**config.mk**
```make
export PLATFORM = sky130hd
export DESIGN_NAME = instr_decode_stage
export DESIGN_NICKNAME = d
export VERILOG_FILES = /design/src/rtl/decode_types.sv /design/src/rtl/instr_field_decoder.sv /design/src/rtl/instr_decode_stage.sv
export SDC_FILE = /design/constraint.sdc
export NUM_CORES = 1
export LEC_CHECK = 0
export BUFFER_PORTS_ARGS = -buffer_cell sky130_fd_sc_hd__buf_2
export CAP_MARGIN = 0
export CORE_ASPECT_RATIO = 1.2
export CORE_MARGIN = 4
export CORE_UTILIZATION = 36
export CTS_BUF_LIST = sky130_fd_sc_hd__clkbuf_4 sky130_fd_sc_hd__clkbuf_8
export CTS_CLUSTER_SIZE = 8
export DETAILED_ROUTE_END_ITERATION = 6
export HOLD_SLACK_MARGIN = 0.03
export PLACE_DENSITY_LB_ADDON = 0.08
export SLEW_MARGIN = 20
export SYNTH_ARGS = -nofsm -noshare
export SYNTH_HDL_FRONTEND = slang
export SYNTH_HIERARCHICAL = 1
export SYNTH_SLANG_ARGS = --single-unit
```
**constraint.sdc**
```tcl
create_clock -name clk -period 9.1 [get_ports clk]
set_clock_uncertainty 0.15 [all_clocks]
set_input_delay 0.455 -clock clk [delete_from_list [all_inputs] [get_ports clk]]
set_output_delay 0.455 -clock clk [all_outputs]
set_load 0.02 [all_outputs]
```
**src/rtl/decode_types.sv**
```systemverilog
// Shared types for the instruction decode stage: opcode/funct codes, ALU control
// encodings, the per-entry decoded record and the all-zero NOP control word.
package decode_types;

  localparam int DATA_W = 32;

  localparam logic [5:0] OP_RTYPE = 6'h00, OP_J    = 6'h02, OP_JAL  = 6'h03, OP_BEQ = 6'h04,
                         OP_BNE   = 6'h05, OP_ADDI = 6'h08, OP_ADDIU = 6'h09, OP_ANDI = 6'h0C,
                         OP_ORI   = 6'h0D, OP_LUI  = 6'h0F, OP_LW    = 6'h23, OP_SW   = 6'h2B;

  localparam logic [5:0] FN_JR  = 6'h08, FN_MFHI = 6'h10, FN_MFLO  = 6'h12, FN_MULTU = 6'h19,
                         FN_DIVU = 6'h1B, FN_ADD = 6'h20, FN_ADDU = 6'h21, FN_SUB   = 6'h22,
                         FN_SUBU = 6'h23, FN_AND = 6'h24, FN_OR   = 6'h25, FN_SLT   = 6'h2A;

  localparam logic [3:0] ALU_ADDI = 4'd0, ALU_SUBI  = 4'd1, ALU_ADD  = 4'd2,  ALU_SUB  = 4'd3,
                         ALU_AND  = 4'd4, ALU_OR    = 4'd5, ALU_SLT  = 4'd6,  ALU_MULTU = 4'd7,
                         ALU_DIVU = 4'd8, ALU_MFHI  = 4'd9, ALU_MFLO = 4'd10, ALU_JR   = 4'd11;

  typedef struct packed {
    logic       rf_we;
    logic [1:0] sel_wa;
    logic       sel_alu_b;
    logic       dmem_we;
    logic [1:0] sel_result;
    logic [1:0] sel_pc;
    logic [3:0] alu_ctrl;
    logic       branch;
    logic       bne;
  } ctrl_t;

  typedef struct packed {
    logic [4:0]        rs;
    logic [4:0]        rt;
    logic [4:0]        rd;
    logic [4:0]        shamt;
    logic [DATA_W-1:0] imm;
    logic [DATA_W-1:0] jtarget;
    logic [DATA_W-1:0] pc_plus4;
    ctrl_t             ctrl;
    logic              illegal;
  } decoded_t;

  localparam ctrl_t NOP_CTRL = '0;

  // Returns {hit, alu_ctrl}; hit=0 for functs with no ALU mapping.
  function automatic logic [4:0] alu_from_funct(input logic [5:0] fn);
    case (fn)
      FN_ADD, FN_ADDU: return {1'b1, ALU_ADD};
      FN_SUB, FN_SUBU: return {1'b1, ALU_SUB};
      FN_AND:          return {1'b1, ALU_AND};
      FN_OR:           return {1'b1, ALU_OR};
      FN_SLT:          return {1'b1, ALU_SLT};
      FN_MULTU:        return {1'b1, ALU_MULTU};
      FN_DIVU:         return {1'b1, ALU_DIVU};
      FN_MFHI:         return {1'b1, ALU_MFHI};
      FN_MFLO:         return {1'b1, ALU_MFLO};
      default:         return 5'd0;
    endcase
  endfunction

endpackage

```
**src/rtl/instr_field_decoder.sv**
```systemverilog
// Purely combinational MIPS word decoder: instruction + PC -> decoded_t record.
module instr_field_decoder
  import decode_types::*;
(
  input  logic [DATA_W-1:0] i_instr,
  input  logic [DATA_W-1:0] i_pc,
  output decoded_t          o_dec
);

  logic [5:0]        w_op;
  logic [5:0]        w_fn;
  logic [DATA_W-1:0] w_pc4;
  logic [4:0]        w_alu;

  assign w_op  = i_instr[31:26];
  assign w_fn  = i_instr[5:0];
  assign w_pc4 = i_pc + 32'd4;
  assign w_alu = alu_from_funct(w_fn);

  always_comb begin
    o_dec          = '0;
    o_dec.rs       = i_instr[25:21];
    o_dec.rt       = i_instr[20:16];
    o_dec.rd       = i_instr[15:11];
    o_dec.shamt    = i_instr[10:6];
    o_dec.pc_plus4 = w_pc4;
    o_dec.jtarget  = {w_pc4[31:28], i_instr[25:0], 2'b00};
    case (w_op)
      OP_ANDI, OP_ORI: o_dec.imm = {16'h0, i_instr[15:0]};
      OP_LUI:          o_dec.imm = {i_instr[15:0], 16'h0};
      default:         o_dec.imm = {{16{i_instr[15]}}, i_instr[15:0]};
    endcase

    o_dec.ctrl = NOP_CTRL;
    case (w_op)
      OP_LW: begin
        o_dec.ctrl.rf_we     = 1'b1;
        o_dec.ctrl.sel_alu_b = 1'b1;
      end
      OP_SW: begin
        o_dec.ctrl.sel_alu_b  = 1'b1;
        o_dec.ctrl.dmem_we    = 1'b1;
        o_dec.ctrl.sel_result = 2'b01;
      end
      OP_ADDI, OP_ADDIU: begin
        o_dec.ctrl.rf_we      = 1'b1;
        o_dec.ctrl.sel_alu_b  = 1'b1;
        o_dec.ctrl.sel_result = 2'b01;
      end
      OP_J:   o_dec.ctrl.sel_pc = 2'b10;
      OP_JAL: begin
        o_dec.ctrl.rf_we      = 1'b1;
        o_dec.ctrl.sel_wa     = 2'b10;
        o_dec.ctrl.sel_result = 2'b10;
        o_dec.ctrl.sel_pc     = 2'b10;
      end
      OP_BEQ, OP_BNE: begin
        o_dec.ctrl.branch   = 1'b1;
        o_dec.ctrl.bne      = (w_op == OP_BNE);
        o_dec.ctrl.alu_ctrl = ALU_SUBI;
      end
      // Known immediates with no control row: the immediate is produced, control stays NOP.
      OP_ANDI, OP_ORI, OP_LUI: o_dec.ctrl = NOP_CTRL;
      OP_RTYPE: begin
        if (w_fn == FN_JR) begin
          o_dec.ctrl.sel_pc   = 2'b11;
          o_dec.ctrl.alu_ctrl = ALU_JR;
        end else if (w_alu[4]) begin
          o_dec.ctrl.rf_we      = 1'b1;
          o_dec.ctrl.sel_wa     = 2'b01;
          o_dec.ctrl.sel_result = 2'b01;
          o_dec.ctrl.alu_ctrl   = w_alu[3:0];
        end else begin
          o_dec.illegal = 1'b1;
        end
      end
      default: o_dec.illegal = 1'b1;
    endcase
  end

endmodule

```
**src/rtl/instr_decode_stage.sv**
```systemverilog
// Decode stage with a 2-entry skid buffer of decoded records between fetch and datapath.
// Optional DECODE_ILLEGAL_TRAP_EN: flag illegal words and stall intake until flush/reset.
module instr_decode_stage
  import decode_types::*;
#(
  parameter int DATA_W = 32,
  parameter int DEPTH  = 2
)(
  input  logic              clk,
  input  logic              rst_n,
  input  logic              flush,
  input  logic              in_valid,
  output logic              in_ready,
  input  logic [DATA_W-1:0] in_instr,
  input  logic [DATA_W-1:0] in_pc,
  output logic              out_valid,
  input  logic              out_ready,
  output logic [4:0]        out_rs,
  output logic [4:0]        out_rt,
  output logic [4:0]        out_rd,
  output logic [4:0]        out_shamt,
  output logic [DATA_W-1:0] out_imm,
  output logic [DATA_W-1:0] out_jtarget,
  output logic [DATA_W-1:0] out_pc_plus4,
  output logic              out_branch,
  output logic              out_bne,
  output logic              out_rf_we,
  output logic [1:0]        out_sel_wa,
  output logic              out_sel_alu_b,
  output logic              out_dmem_we,
  output logic [1:0]        out_sel_result,
  output logic [1:0]        out_sel_pc,
  output logic [3:0]        out_alu_ctrl,
  output logic              out_illegal
);

  decoded_t   w_dec, w_store, w_head, w_out;
  decoded_t   r_mem [2];
  logic       r_wr_ptr, r_rd_ptr, r_in_ready, r_trap;
  logic [1:0] r_cnt, w_cnt_nxt;
  logic       w_push, w_pop, w_trap_nxt;

  instr_field_decoder u_dec (
    .i_instr (in_instr),
    .i_pc    (in_pc),
    .o_dec   (w_dec)
  );

`ifdef DECODE_ILLEGAL_TRAP_EN
  assign w_store = w_dec;
`else
  always_comb begin
    w_store         = w_dec;
    w_store.illegal = 1'b0;
  end
`endif

  assign w_push     = in_valid && r_in_ready && !flush;
  assign w_pop      = (r_cnt != 2'd0) && out_ready;
  assign w_cnt_nxt  = r_cnt + {1'b0, w_push} - {1'b0, w_pop};
  // With the illegal flag masked off in the default build, the trap can never set.
  assign w_trap_nxt = r_trap | (w_push & w_store.illegal);

  always_ff @(posedge clk or negedge rst_n) begin
    if (!rst_n) begin
      r_cnt      <= '0;
      r_wr_ptr   <= 1'b0;
      r_rd_ptr   <= 1'b0;
      r_trap     <= 1'b0;
      r_in_ready <= 1'b0;
    end else if (flush) begin
      r_cnt      <= '0;
      r_wr_ptr   <= 1'b0;
      r_rd_ptr   <= 1'b0;
      r_trap     <= 1'b0;
      r_in_ready <= 1'b1;
    end else begin
      r_cnt      <= w_cnt_nxt;
      r_trap     <= w_trap_nxt;
      r_in_ready <= (w_cnt_nxt < 2'(DEPTH)) && !w_trap_nxt;
      if (w_push) r_wr_ptr <= ~r_wr_ptr;
      if (w_pop)  r_rd_ptr <= ~r_rd_ptr;
    end
  end

  always_ff @(posedge clk) begin
    if (w_push) r_mem[r_wr_ptr] <= w_store;
  end

  // Fields are forced to 0 while empty so stale entries never leak out.
  assign w_head    = r_mem[r_rd_ptr];
  assign out_valid = (r_cnt != 2'd0);
  assign w_out     = out_valid ? w_head : '0;
  assign in_ready  = r_in_ready;

  assign out_rs         = w_out.rs;
  assign out_rt         = w_out.rt;
  assign out_rd         = w_out.rd;
  assign out_shamt      = w_out.shamt;
  assign out_imm        = w_out.imm;
  assign out_jtarget    = w_out.jtarget;
  assign out_pc_plus4   = w_out.pc_plus4;
  assign out_branch     = w_out.ctrl.branch;
  assign out_bne        = w_out.ctrl.bne;
  assign out_rf_we      = w_out.ctrl.rf_we;
  assign out_sel_wa     = w_out.ctrl.sel_wa;
  assign out_sel_alu_b  = w_out.ctrl.sel_alu_b;
  assign out_dmem_we    = w_out.ctrl.dmem_we;
  assign out_sel_result = w_out.ctrl.sel_result;
  assign out_sel_pc     = w_out.ctrl.sel_pc;
  assign out_alu_ctrl   = w_out.ctrl.alu_ctrl;
  assign out_illegal    = w_out.illegal;

endmodule

```
* Yosys cells after proc, flatten, opt, wreduce, memory -nomap -nowiden *
Memories as Yosys holds them, arrays and structs flattened.
Index checks and enable logic that the tools add are counted.

word-level totals
  bits in registers = 5
  memory bits (writable) = 258
  bits of input ports = 69
  word-level logic and storage cells = 76
  memories = 1

memory list
  memory  words  width  read ports  clocked after Yosys merged registers in  wr ports  line                      source
  r_mem   2      129    1           0                                        1         instr_decode_stage.sv:38  decoded_t r_mem [2];

operators by class
  add/subtract/negate cells = 3
  magnitude comparators = 1
  equality and inequality tests = 23
  mux-type cells = 26
  bitwise operators = 2
  reductions and logical operators = 16

operators with widths
  cell                                                                   number
  132-bit 2-to-1 mux                                                     1
  32-bit case mux with 2 select lines                                    1
  6-bit equality test, second input constant                             9
  5-bit case mux with 9 select lines                                     1
  6-bit by 4-bit equality test with 1-bit output, second input constant  6
  32-bit by 3-bit adder with 32-bit output, second input constant        1
  6-bit by 5-bit equality test with 1-bit output, second input constant  4
  6-bit by 2-bit equality test with 1-bit output, second input constant  2
  6-bit by 3-bit equality test with 1-bit output, second input constant  2
  1-bit 2-to-1 mux                                                       10
  2-bit OR reduction                                                     5
  2-bit 2-to-1 mux                                                       4
  4-bit 2-to-1 mux                                                       2
  2-bit case mux with 2 select lines                                     2
  4-bit case mux with 2 select lines                                     1
  4-bit OR reduction                                                     2
  6-bit logical NOT                                                      1
  3-bit 2-to-1 mux                                                       2
  2-bit case mux with 3 select lines                                     1
  2-bit nonzero test                                                     3
  1-bit logical AND                                                      3
  3-bit OR reduction                                                     1
  2-bit by 1-bit adder with 2-bit output                                 1
  2-bit < comparator, second input constant                              1
  4 further kinds                                                        5

* Depth between registers and ports, before layout *
Gate-level depths: netlist of the first run.

  depth after elaboration = 6
  gate-level depth with buffers = 6

* By module *
The synthesis of the first run kept the hierarchy.

modules (own cells, without submodules)
  module               times used  cells each  area each (µm²)
  instr_decode_stage   1           582         10206.0
  instr_field_decoder  1           254         1694.1

* Worst setup path before layout of the first run *
No wires, ideal clock.

  path type = input -> register
  start = in flush
  end = mem r_mem[0][0] (netlist name) (enable)
  setup time = 0.623 ns
  arrival = 6.102 ns
  slack = 2.224 ns
  stages on the path = 2
  cells stage by stage = nand3b_1 -> nor2_1

between the ends
  longest elaborated chain between the ends = 4

RTL lines
  element                                 line                      source
  from (decl)                             instr_decode_stage.sv:11  input logic flush,
  1-bit logical NOT                       instr_decode_stage.sv:58  assign w_push = in_valid && r_in_ready && !flush;
  1-bit logical AND                       instr_decode_stage.sv:58
  1-bit 2-to-1 mux                        instr_decode_stage.sv:87  if (w_push) r_mem[r_wr_ptr] <= w_store;
  1-bit 2-to-1 mux (not written as such)  instr_decode_stage.sv:87
  to (decl)                               instr_decode_stage.sv:38

No other way between the ends.

* Worst setup path in the final report of the first run *
  start = reg r_rd_ptr
  end = out out_alu_ctrl[2]

between the ends
  longest elaborated chain between the ends = 2

RTL lines
  element                  line                      source
  from (decl)              instr_decode_stage.sv:39  logic r_wr_ptr, r_rd_ptr, r_in_ready, r_trap;
  from (signal assigned)   instr_decode_stage.sv:82  if (w_pop) r_rd_ptr <= ~r_rd_ptr;
  memory read 2 x 129 bit  --
  132-bit 2-to-1 mux       instr_decode_stage.sv:93  assign w_out = out_valid ? w_head : '0;
  to (decl)                instr_decode_stage.sv:33  output logic [3:0] out_alu_ctrl,

No other way between the ends.

==> metrics, run 1 <==
Reg clk slew, reported paths=50 ps; final hold slack=80.6 ps; LEAKAGE=5.15 nW; CTS tree=built; clk sink count=267; Synth Area per Inst=14.3 um^2; Starting Density=0.366; vias in the first global route=6902; fill count=3040; Slew HR=0.296; routed vias=6839; Hold WC Path Type=in -> async; Finished Layout Cells=1449; initial antenna violation count=2; HPWL Detailed=15.7 mm; fmax=229 MHz; VDD IR-drop max=0.000110 V; placed insts=1347; CP max FO=60; width of the die=174 um; starting DRC count in detailed routing=295; Top Ports=203; core box area=0.0323 mm^2; total negative setup slack=0 ps; buffer and inverter count on the worst path=3; pin count of the biggest net entering global routing=84; post-route ant nets=0; Tightest Pin Transition=1060 ps; RD Place Congestion=0.701; drt drc=0; CP Class=reg -> out; fin nets=1086; Post-Syn Instances=828; Final Setup Violations=0; status=finished, final reports clean; PortBufs=201; DRT Pass-1 Iters=4; minimum clock period=4370 ps; worst path cell trace=buf_4 > buf_4 > mux2i_1 > nor2_1 > buf_2; Rows=72; vias per cell=4.72; Final Cycle Share=0.481; Critical Path Max Stage Delay=900 ps; PwrDens=256 mW/mm^2; Die ar.=0.0359 mm^2; Slew Limit Fails=0; GRT Util Overall=0.139; Routed wire per std cell=17.4 um; root buffer cell=clkbuf_8; global-route wire length before repair=39.2 mm; flop2flop setup slack=6440 ps; crit-path leading delay family=buffers and inverters; RSZ-0062 raised after global routing=no; share of layout cells above drive strength 1=0.280; YS warnings=6; Crit-path slowest cell=buf_4; CP endpoint kind=primary output; Total Wirelength=25.3 mm; post-CTS setup buffers=0; WP data arrival=3770 ps; max_cap viols=0; cell area after synthesis=0.0119 mm^2; Clock Path Buffers=3; H-tree Lvls=2; total gr overflow=0; area delta synth->final=16.8%; Die Y-Extent=207 um; most frequent CP cell=buf_4; Critical Path RT=8500 ps; TritonCTS Buffers=43; critical path startpoint category=register; worst skew pair latency=560 ps; Final Hold Fails=0
==> cells in the final DEF, fill, tap and decap left out, types with 9 or more instances in the layout <==
| cell type | count |
|---|---|
| buf_4 | 9 |
| dlygate4sd3_1 | 29 |
| xnor2_1 | 18 |
| nor2_1 | 144 |
| xor2_1 | 12 |
| mux2i_1 | 132 |
| nor2b_1 | 20 |
| buf_2 | 201 |
| edfxtp_1 | 262 |
| clkbuf_8 | 47 |
| a21o_1 | 16 |
| nand2_1 | 16 |
| nand3_1 | 12 |
| clkbuf_4 | 16 |
==> layer usage <==
| metal | GRT usage | routed length, um |
|---|---|---|
| met5 | 0 | 12 |
| met4 | 0.0501 | 644 |
| met3 | 0.0342 | 1330 |
| met1 | 0.190 | 11800 |
| met2 | 0.218 | 11500 |
==> path summary, 6_finish.rpt <==
check,from,end,cells past startpoint
worst max-delay path,r_rd_ptr,out_alu_ctrl[2],5
worst min-delay path,rst_n,r_rd_ptr,2
worst max register to register,in_ready,r_mem[0][66],3
worst min register to register,r_cnt[1],in_ready,2
max in group asynchronous,rst_n,r_cnt[1],3
min in group clk,in_pc[20],r_mem[0][35],2
==> worst register-to-register path, delay by kind of cell, from the launching register on <==
kind | cells | cell delay, ps
simple gates | 2 | 890
buf+inv | 1 | 770
flops | 1 | 410
==> flip-flops by register name, summed over array words and instances (netlist names) <==
name	count
r_mem	262
r_cnt	2
r_wr_ptr	1
in_ready	1
r_rd_ptr	1
==> cell type report <==
class	count	area [um^2]	area share
clock buffer	63	767	0.0554
multi-input combinational	455	3130	0.226
clock inverter	9	45.0	0.00325
timing repair buffer	239	1360	0.0985
tap	407	509	0.0368
inverter	8	30.0	0.00217
antenna	1	2.50	0.000181
sequential	267	8000	0.578
==> timing repair <==
action                                 CTS  global route
gates resized for setup                  0             0
hold buffers                            29             0
endpoints found under the hold margin   95             0
==> report_power, final <==
part | switching (mW) | total, mW | internal (mW)
clock network | 0.448 | 0.984 | 0.536
logic | 0.680 | 1.04 | 0.357
registers | 0.0543 | 1.53 | 1.47
==> metrics by stage <==
stage          total power [mW]  setup slack, ps  area (um^2)   util
3_3_place_gp               2.61             5210        12700  0.394
4_1_cts                    3.63             4590        13800  0.428
3_5_place_dp               2.61             5220        12700  0.394
5_1_grt                    3.76             4480        13800  0.428
2_1_floorplan              2.33             2220        11900      -
6_report                   3.55             4730        13800  0.428
Note: power is estimated with default switching activity, not from simulation.
==> inputs of run 2 (changes only) <==
==> constraint.sdc (replaced) <==
create_clock -name clk -period 3.7 [get_ports clk]
set_clock_uncertainty 0.15 [all_clocks]
set_input_delay 0.185 -clock clk [delete_from_list [all_inputs] [get_ports clk]]
set_output_delay 0.185 -clock clk [all_outputs]
set_load 0.02 [all_outputs]
==> run 2 against run 1 <==
Effect of this change:
- cell count increased by 4.3%
- final area increased by 4.4%
- hold slack improved by 110 ps
- via count increased by 3.9%
- sequential cell count unchanged
- utilization increased by 1.9 points
- combinational power increased to 2.5 times the previous value
- clock power increased by 150%
- total power increased by 150%
- wire length increased by 3.6%
- non-clock buffer count increased by 53
- setup slack got worse by 4000 ps
- critical endpoint is now out_pc_plus4[11]
==> metrics, run 2 (synthesized netlist as in run 1, its figures left out) <==
share of layout cells above drive strength 1=0.266; Top Ports=203; Final Cycle Share=0.794; root buffer cell=clkbuf_8; worst skew pair latency=560 ps; Die Y-Extent=207 um; critical path startpoint category=register; final hold slack=195 ps; minimum clock period=2940 ps; Slew HR=0.334; M3 GR Usage=0.0381; status=finished, final reports clean; CTS tree=built; vias in the first global route=7334; most frequent cells in the layout=262 x edfxtp_1, 201 x buf_2, 144 x nor2_1; global-route wire length before repair=40.3 mm; busiest grt layer=met2; Total Wirelength=26.2 mm; routed vias=7103; Reg clk slew, reported paths=60 ps; Tightest Pin Transition=998 ps; Routed wire per std cell=17.3 um; TritonCTS Buffers=45; RD Place Congestion=0.759; Post-CTS Resized=0; GRT Util Overall=0.142; total gr overflow=0; RSZ-0062 raised after global routing=no; core box area=0.0323 mm^2; Largest Register=r_mem; post-CTS setup buffers=0; DRT Pass-1 Iters=4; vias per cell=4.70; post-route ant nets=0; Top Registers=r_mem: 262 flops, r_cnt: 2 flops; met1 Use GR=0.183; area delta synth->final=22.0%; PortBufs=201; starting DRC count in detailed routing=338; Slew Limit Fails=0; M2 GR Usage=0.237; Final Hold Fails=0; Critical Path RT=3370 ps; initial antenna violation count=2; width of the die=174 um; fin nets=1141; Hold WC Path Type=in -> reg; most common cell after layout, fill and taps aside=edfxtp_1; Largest register FFs=262; pin count of the biggest net entering global routing=100; Hold Buf Count CTS=78; VDD IR-drop max=0.000279 V; Die ar.=0.0359 mm^2; Rows=72; CP Class=reg -> out; max_cap viols=0; CP max FO=53; HPWL Detailed=16.0 mm; fmax=340 MHz; LEAKAGE=5.41 nW; Core Util, Final=0.447; Clock Path Buffers=3; CP endpoint kind=primary output; drt drc=0; clk sink count=267; H-tree Lvls=2; Starting Density=0.366; PwrDens=613 mW/mm^2; WP data arrival=2600 ps; Final Setup Violations=0
run 2: changes by cell type in the layout (fill, tap and decap cells not counted), sizes merged:
cell,delta
dlygate4sd3,+49
inv,-1
buf,+4
clkinv,+11
run 2: path summary, 6_finish.rpt:
path	slack, ps	from	cells past startpoint	to
max in group asynchronous	2740	rst_n	3	r_rd_ptr
worst min register to register	520	r_cnt[1]	2	in_ready
min in group asynchronous	420	rst_n	3	r_rd_ptr
worst max register to register	1580	in_ready	3	r_mem[1][66]
worst min-delay path	190	in_valid	3	r_mem[1][4]
worst max-delay path	760	r_rd_ptr	4	out_pc_plus4[11]
run 2: critical path: stages (launching register included):
cell	delay, ps
dfrtp_4	1070
buf_4	390
mux2i_1	280
nor2_1	70
buf_2	170
run 2: final cells by class:
cell class / count / area [um^2]
Fill cell: 3017 / 17900
Sequential cell: 267 / 8000
Multi-Input combinational cell: 455 / 3130
Timing Repair Buffer: 292 / 1950
Clock buffer: 63 / 767
Tap cell: 407 / 509
Clock inverter: 19 / 76.3
Inverter: 8 / 30.0
Antenna cell: 1 / 2.50
run 2: stage by stage:
stage	TNS [ps]	cells	setup WS, ps	power, mW	instance area (um^2)
2_1_floorplan	-255320	829	-975	5.71	11900
3_3_place_gp	0	1351	1310	6.49	12800
3_5_place_dp	0	1351	1300	6.49	12800
4_1_cts	0	1511	663	9.06	14500
5_1_grt	0	1512	613	9.39	14500
6_report	0	1512	761	8.87	14500
run 2: routing by layer:
| metal | wire (um) | share of wire | vias to the layer above |
|---|---|---|---|
| li1 | - | - | 3442 |
| met1 | 11900 | 0.45 | 3446 |
| met2 | 12400 | 0.47 | 179 |
| met3 | 1400 | 0.053 | 34 |
| met4 | 470 | 0.018 | 2 |
| met5 | 10 | 0.00038 | - |
run 2: where the power goes:
part | internal (mW) | switching (mW)
Combinational | 0.954 | 1.66
Clock | 1.33 | 1.12
Sequential | 3.62 | 0.178
Total | 5.91 | 2.96
==> inputs of run 3 (changes only) <==
--- a/config.mk
+++ b/config.mk
@@ -5,6 +5,7 @@
 export SDC_FILE = /design/constraint.sdc
 export NUM_CORES = 1
 export LEC_CHECK = 0
+export ABC_AREA = 1
 export BUFFER_PORTS_ARGS = -buffer_cell sky130_fd_sc_hd__buf_2
 export CAP_MARGIN = 0
 export CORE_ASPECT_RATIO = 1.2
==> constraint.sdc (replaced) <==
create_clock -name clk -period 2.8 [get_ports clk]
set_clock_uncertainty 0.15 [all_clocks]
set_input_delay 0.14 -clock clk [delete_from_list [all_inputs] [get_ports clk]]
set_output_delay 0.14 -clock clk [all_outputs]
set_load 0.02 [all_outputs]
==> run 3 against run 2 <==
Effect of this change:
- first-iteration DRC count up 46%
- final area up 1.4%
- die area up 0.87%
- sequential share of layout area down 0.76 points
- wire length up 17%
- total power up 41%
- setup slack worse by 610 ps
- cell count up 20%
- count of clock-buffer cells in the layout up 1
==> metrics, run 3 <==
Critical Path Max Stage Delay=570 ps; area delta synth->final=22.6%; Top Registers=r_mem: 262 flops, r_cnt: 2 flops; routed vias=8330; Final Hold Fails=0; pre-CTS WS=627 ps; most common cell after layout, fill and taps aside=nand2_1; Switch Pwr=4.76 mW; pin count of the biggest net entering global routing=91; Routed wire per std cell=16.9 um; HPWL Detailed=19.1 mm; Die ar.=0.0362 mm^2; Largest register FFs=262; PortBufs=201; Slew Limit Fails=0; cell area after synthesis=0.0120 mm^2; Final Cycle Share=0.945; YS warnings=6; RD Place Congestion=0.874; Slew HR=0.589; max_cap viols=0; RSZ-0062 raised after global routing=no; Total Wirelength=30.5 mm; width of the die=174 um; Clock Path Buffers=3; fin nets=1405; Tightest Pin Transition=617 ps; TritonCTS Buffers=45; clk sink count=267; status=finished, final reports clean; minimum clock period=2650 ps; Post-Syn Instances=1092; vias per cell=4.61; Rows=72; GRT Util Overall=0.167; M2 GR Usage=0.277; CTS tree=built; worst skew pair latency=550 ps; Final Setup Violations=0; core box area=0.0325 mm^2; Largest Register=r_mem; total gr overflow=0; clock share of power=0.262; fmax=378 MHz; Reg clk slew, reported paths=60 ps; Crit-path slowest cell=dlygate4sd3_1; Hold WC Path Type=in -> reg; met1 Use GR=0.220; CP Class=in -> reg; Sw Share=0.380; initial antenna violation count=0; WP data arrival=2790 ps; fill count=3141; Starting Density=0.368; Critical Path RT=2950 ps; post-route ant nets=0; most frequent cells in the layout=354 x nand2_1, 262 x edfxtp_1, 201 x buf_2; busiest grt layer=met2; CP max FO=3; VDD IR-drop max=0.000458 V; Ant. Diodes=0; Die Y-Extent=208 um; post-CTS setup buffers=0; combinational share of power=0.346; Cell Int Power=7.78 mW; DRT Pass-1 Iters=5; starting DRC count in detailed routing=493; LEAKAGE=6.01 nW; root buffer cell=clkbuf_8; Synth Area per Inst=11.0 um^2; vias in the first global route=8497; global-route wire length before repair=48.2 mm; Flop pwr share=0.392; H-tree Lvls=2; most frequent CP cell=nand2_1; drt drc=0; final critical-path setup slack=154 ps; critical path startpoint category=input pin; share of layout cells above drive strength 1=0.233; CP endpoint kind=register; PwrDens=855 mW/mm^2; worst path cell trace=dlygate4sd3_1 > buf_2 > inv_1 > nor3_1 > nand2_1 > nor2_1 > nand2_1 > nand2_1 > dlygate4sd3_1 > nand2_1 > dlygate4sd3_1; M3 GR Usage=0.0328; Final Power=12.5 mW; Top Ports=203
## run 3: final timing paths
kind / start / endpoint / slack (ps) / cells after the start
max: in_pc[14] / r_mem[0][34] / 150 / 11
min: in_pc[1] / r_mem[0][16] / 170 / 2
max reg2reg: in_ready / r_mem[0][92] / 980 / 5
min reg2reg: r_wr_ptr / r_wr_ptr / 410 / 1
max in group asynchronous: rst_n / r_rd_ptr / 1870 / 3
min in group asynchronous: rst_n / r_wr_ptr / 380 / 3
## run 3: power groups by stage
stage / combinational [mW] / clock [mW] / sequential, mW
after floorplan: 2.85 / 0 / 4.96
after global routing: 4.75 / 3.59 / 4.95
after detailed placement: 4.37 / 0 / 5.00
after CTS: 4.48 / 3.42 / 4.92
after global placement: 4.38 / 0 / 5.00
final: 4.34 / 3.28 / 4.92
## run 3: layout make-up
cell class | count | area [um^2] | area share
Clock buffer | 64 | 781 | 0.0532
Clock inverter | 13 | 56.3 | 0.00384
Inverter | 68 | 260 | 0.0177
Multi-Input combinational cell | 657 | 3010 | 0.205
Sequential cell | 267 | 8000 | 0.545
Tap cell | 444 | 556 | 0.0379
Timing Repair Buffer | 294 | 2000 | 0.137
## run 3: critical path, delay by kind of cell
family | cells | cell delay [ps]
buf+inv | 5 | 1840
simple gates | 6 | 800
## run 3: timing repair
| item | CTS | global route |
|---|---|---|
| setup endpoints to repair | 0 | 1 |
| hold buffers | 80 | 0 |
| endpoints found under the hold margin | 258 | 0 |
| gates resized for setup | 0 | 1 |
## run 3: metrics by stage
step,setup TNS [ps],area [um^2],hold slack [ps],util,instances
final,0,14700,165,0.451,1807
after global routing,0,14700,130,0.451,1807
after CTS,0,14700,113,0.451,1807
after detailed placement,0,13000,-168,0.400,1650
after global placement,0,13000,-168,0.400,1650
after floorplan,-77270,12000,-306,-,1093
## run 3: metal layers
metal	vias up	share of wire
met2	218	0.48
met3	51	0.054
met1	3954	0.44
li1	4107	-
met5	-	0
met4	0	0.024
